===== src/rtl/hazard_ctrl_mc.sv =====
// Hazard controller beside ID: RAW stalls against EXE/MEM, redirect flush, multi-cycle freeze.
// Optional build macro HAZARD_FORWARD_EN adds fwd_a/fwd_b and relaxes stalls to load-use/branch.
module hazard_ctrl_mc #(
    parameter int REG_W   = 5,
    parameter int MC_LAT  = 4,
    parameter int CNT_W   = 16,
    parameter int R0_SKIP = 1
) (
    input  logic             clock,
    input  logic             reset,
    input  logic [REG_W-1:0] rs_id,
    input  logic [REG_W-1:0] rt_id,
    input  logic             uses_rt_id,
    input  logic             branch_id,
    input  logic [REG_W-1:0] wr_num_exe,
    input  logic             reg_write_exe,
    input  logic             mem_read_exe,
    input  logic [REG_W-1:0] wr_num_mem,
    input  logic             reg_write_mem,
    input  logic             mem_read_mem,
    input  logic [1:0]       npc_sel,
    input  logic             zero,
    input  logic             mc_start_id,
    output logic             pc_write,
    output logic             if_id_write,
    output logic             if_id_flush,
    output logic             id_exe_flush,
    output logic             mc_busy,
    output logic [CNT_W-1:0] stall_cnt
`ifdef HAZARD_FORWARD_EN
    ,
    output logic [1:0]       fwd_a,
    output logic [1:0]       fwd_b
`endif
);

    // state   | meaning
    // RUN     | normal operation; multi-cycle op may issue
    // MC_WAIT | multi-cycle op occupies EXE; front end frozen
    typedef enum logic {RUN, MC_WAIT} state_t;

    localparam int CW = $clog2(MC_LAT + 1);

    state_t         state;
    logic [CW-1:0]  cnt;
    logic           busy_q;

    logic skip_exe, skip_mem;
    logic rs_exe, rt_exe, rs_mem, rt_mem;
    logic raw_exe, raw_mem;
    logic stall, redirect;

    assign skip_exe = (R0_SKIP != 0) && (wr_num_exe == '0);
    assign skip_mem = (R0_SKIP != 0) && (wr_num_mem == '0);

    assign rs_exe = reg_write_exe && !skip_exe && (rs_id == wr_num_exe);
    assign rt_exe = reg_write_exe && !skip_exe && uses_rt_id && (rt_id == wr_num_exe);
    assign rs_mem = reg_write_mem && !skip_mem && (rs_id == wr_num_mem);
    assign rt_mem = reg_write_mem && !skip_mem && uses_rt_id && (rt_id == wr_num_mem);

    assign raw_exe = rs_exe || rt_exe;
    assign raw_mem = rs_mem || rt_mem;

`ifdef HAZARD_FORWARD_EN
    // Forwarding covers ALU results; only loads and ID-stage branch compares must wait.
    assign stall = (mem_read_exe && raw_exe)
                || (branch_id && (raw_exe || (mem_read_mem && raw_mem)));
`else
    assign stall = raw_exe || raw_mem;
`endif

    assign redirect = ((npc_sel == 2'd1) && zero) || (npc_sel == 2'd2) || (npc_sel == 2'd3);

    always_comb begin
        pc_write     = 1'b1;
        if_id_write  = 1'b1;
        if_id_flush  = 1'b0;
        id_exe_flush = 1'b0;
        if (reset) begin
            if (state == MC_WAIT || stall) begin
                pc_write     = 1'b0;
                if_id_write  = 1'b0;
                id_exe_flush = 1'b1;
            end else if (redirect) begin
                if_id_write  = 1'b0;
                if_id_flush  = 1'b1;
            end
        end
    end

`ifdef HAZARD_FORWARD_EN
    always_comb begin
        fwd_a = 2'd0;
        fwd_b = 2'd0;
        if (reset) begin
            if (rs_exe)      fwd_a = 2'd1;
            else if (rs_mem) fwd_a = 2'd2;
            if (rt_exe)      fwd_b = 2'd1;
            else if (rt_mem) fwd_b = 2'd2;
        end
    end
`endif

    assign mc_busy = busy_q && reset;

    always_ff @(posedge clock) begin
        if (!reset) begin
            state     <= RUN;
            cnt       <= '0;
            busy_q    <= 1'b0;
            stall_cnt <= '0;
        end else begin
            if (!pc_write && (stall_cnt != '1))
                stall_cnt <= stall_cnt + 1'b1;
            case (state)
                RUN: begin
                    // A stalled op issues later, once its operands are ready.
                    if (mc_start_id && !stall && (MC_LAT > 1)) begin
                        state  <= MC_WAIT;
                        busy_q <= 1'b1;
                        cnt    <= CW'(MC_LAT - 1);
                    end
                end
                MC_WAIT: begin
                    cnt <= cnt - 1'b1;
                    if (cnt == CW'(1)) begin
                        state  <= RUN;
                        busy_q <= 1'b0;
                    end
                end
                default: begin
                    state  <= RUN;
                    busy_q <= 1'b0;
                end
            endcase
        end
    end

endmodule

===== config.mk =====
export PLATFORM = sky130hd
export DESIGN_NAME = hazard_ctrl_mc
export DESIGN_NICKNAME = d
export VERILOG_FILES = /design/src/rtl/hazard_ctrl_mc.sv
export SDC_FILE = /design/constraint.sdc
export NUM_CORES = 1
export LEC_CHECK = 0
export ABC_AREA = 1
export BUFFER_PORTS_ARGS = -buffer_cell sky130_fd_sc_hd__buf_2
export CAP_MARGIN = 10
export CORE_MARGIN = 5
export CORE_UTILIZATION = 33
export DETAILED_ROUTE_END_ITERATION = 16
export SLEW_MARGIN = 20
export SYNTH_ARGS = -nofsm -noshare
export SYNTH_HDL_FRONTEND = slang
export SYNTH_SLANG_ARGS = --single-unit

===== constraint.sdc =====
create_clock -name clock -period 2.1 [get_ports clock]
set_clock_uncertainty 0.15 [all_clocks]
set_input_delay 0.315 -clock clock [delete_from_list [all_inputs] [get_ports clock]]
set_output_delay 0.315 -clock clock [all_outputs]
set_load 0.1 [all_outputs]

==> out/qor.csv <==
stage,metric,value,unit
clock_tree,cts_buffers,3,
timing,hold_viol,0,
synth,yosysSeqAreaShare,0.262,
cells_and_area,nFillCells,508,
synth,syn_nets,320,
outcome,outcome,completed,
clock_tree,htree_levels,1,
synth,synth_area_per_cell,5.63,um^2
power_and_ir_drop,p_per_area,503,nW/um^2
global_routing,grt_pass1_vias,1688,
detailed_routing,drtPass1Iterations,4,
synth,synth-seq-cells,21,
critical_path,worstPathArrival,1.57,ns
detailed_routing,final_antenna_net_count,0,
placed_design,portBuffers,49,
synth,syn_area,1600,um^2
clock_tree,cts_buffer_depth,2,
global_routing,grt.overflow.total,0,
placed_design,dp_hpwl,3250,um
critical_path,regToRegSetupSlack,0.24,ns
clock_tree,clkTransAtPathRegs,0.08,ns
die,rows,25,
cells_and_area,final_common_cell,nand2_1,
detailed_routing,drcViolationCount,0,
detailed_routing,wire_per_inst,9.90,um
critical_path,crit_fanout,4,
global_routing,grt_use_total,0.138,
min_path,min_from,mc_start_id,
power_and_ir_drop,power,1.13,mW
timing,relSlewSlack,0.674,
cells_and_area,multi_input_area,1020,um^2
synth,synth_cell_types,26,
global_routing,grt_first_pass_wirelength,7110,um
critical_path,worstReg2RegEnd,stall_cnt[3],
clock_tree,cts_tree,done,
clock_tree,cts.sinks,21,
synth,syn_inst,285,
timing,layout_min_cycle_time,2.03,ns
placed_design,place.gp.congestion,0.806,
cells_and_area,area_growth,39.5,%
timing,rsz0062_at_grt,yes,
timing,hold_ws,0.234,ns
cells_and_area,nets,377,
global_routing,grt_max_degree,20,
synth,synth_area_leaders,"dfxtp_1 (26%), nand2_1 (23%), inv_1 (10%)",
power_and_ir_drop,leakage,1.18,nW
min_path,hp-class,in2reg,
cells_and_area,antenna_cells,0,
synth,yosys.area.top_type,dfxtp_1,
timing,setup_violations,0,
timing,period_share,0.967,
critical_path,start_kind,primary input,
min_path,whs_path_depth,3,
global_routing,antenna_found_initial,0,
job,maxCapViolations,0,
cells_and_area,final_cell_mix,"nand2_1 (86), nor2_1 (39), inv_1 (33), buf_2 (33), nand3_1 (19)",
die,start_util,0.340,
critical_path,crit_required,1.63,ns
timing,slew_violations,0,
synth,synth_warnings,0,
detailed_routing,route.vias.total,1769,
cells_and_area,seq_area,437,um^2
clock_tree,clock-root-buffer,clkbuf_8,
die,fp.dieW,79.7,um
die,dieArea,6360,um^2
critical_path,r2r-start,stall_cnt[0],
timing,max_freq,0.492,GHz
synth,synth_top_area_frac,0.262,
power_and_ir_drop,ir_drop,242,uV
die,die_h,79.7,um
min_path,hold_path_end,busy_q,
critical_path,worstSetupPathType,in2out,
cells_and_area,drive_gt1_frac,0.340,
detailed_routing,dr.first_iter.drc_count,35,
detailed_routing,routed_wl,4040,um
clock_tree,ctsHoldBuffers,0,
die,coreArea,4720,um^2
critical_path,ff2ff_path_depth,13,
die,ioPinCount,53,
clock_tree,insertion_delay,0.26,ns
timing,tightestPinTransition,0.492,ns
critical_path,cp-end-kind,primary output,
detailed_routing,avgViaCountPerCell,4.34,
==> worst max-delay path: stages <==
cell,delay (ns)
buf_2,0.12
inv_2,0.06
nand2_1,0.05
nand2_1,0.08
nor2_1,0.04
nand3_1,0.07
nand2_1,0.06
nand2_2,0.09
nand3_4,0.12
buf_6,0.15
nor3_4,0.21
buf_12,0.20
==> cells by family (layout without fill, tap and decap cells) <==
logic type,count (synthesis),count (layout),synth area share
DFF,21,21,0.262
buffers and inverters,58,114,0.147
AOI/OAI and AO/OA,19,19,0.0608
and+or+nand+nor,181,181,0.490
adders and majority gates,3,3,0.0234
xor gates and xnor gates,3,3,0.0164
==> sequential cells by signal, indices dropped and copies added, names as in the netlist <==
register	count
busy_q	1
cnt	3
stall_cnt	16
state	1
==> final cells by class <==
cell class,instances,area share
multi-input cells,206,0.455
flip-flops and latches,21,0.195
repair buffers,57,0.190
inverters,53,0.102
well taps,67,0.0375
clock buffers,3,0.0185
clock inverters,1,0.00224
==> routing by layer <==
| layer | GRT usage | up-vias | routed length [um] | share of wire |
|---|---|---|---|---|
| li1 | - | 982 | - | - |
| met3 | 0.0237 | 5 | 159 | 0.039 |
| met1 | 0.171 | 752 | 1900 | 0.47 |
| met2 | 0.236 | 30 | 1920 | 0.48 |
| met4 | 0.0515 | 0 | 58 | 0.014 |
| met5 | 0 | - | 0 | 0 |
==> power breakdown <==
part | internal (mW) | switching, mW
clock network | 0.132 | 0.142
logic | 0.144 | 0.272
registers | 0.418 | 0.0163
==> Yosys cell counts <==
master,n
nand2_1,97
a21oi_1,11
nand3_2,1
nand3_1,19
o21ai_0,5
nor3_1,5
ha_1,3
nor3_2,1
nor2_2,3
inv_2,8
or2_2,1
o21ai_1,2
buf_6,2
inv_1,44
clkinv_1,1
and3_1,1
nor2_1,41
nand4_1,7
nand2_2,2
xor2_1,1
dfxtp_1,21
nand3_4,1
xnor2_1,2
buf_2,3
nor2_4,2
o31ai_1,1
==> how the worst max path moves through the flow <==
| stage | slack (ns) | from | to |
|---|---|---|---|
| final | 0.07 | rt_id[3] | if_id_flush |
| after global routing | -0.02 | rt_id[4] | if_id_flush |
| after CTS | 0.02 | rs_id[4] | if_id_write |
| after detailed placement | 0.02 | rs_id[4] | if_id_write |
| after global placement | 0.03 | rs_id[4] | if_id_write |
| after floorplan | -0.57 | rs_id[4] | if_id_write |
==> per-stage QoR <==
step            util  area, um^2  TNS (ns)  setup WS (ns)  instances
6_report       0.474        2240         0         0.0689        408
5_1_grt        0.474        2240   -0.0191        -0.0191        408
4_1_cts        0.448        2110         0         0.0187        406
3_5_place_dp   0.438        2070         0         0.0216        402
3_3_place_gp   0.438        2070         0         0.0339        402
2_1_floorplan      -        1670    -0.724         -0.568        285
==> timing repair <==
item                       in CTS  in global routing
setup buffers                   0                  2
hold endpoints to repair        0                  0
resized for setup               0                 40
setup endpoints to repair       0                  2
No activity file was read; power rests on OpenSTA's default activity.
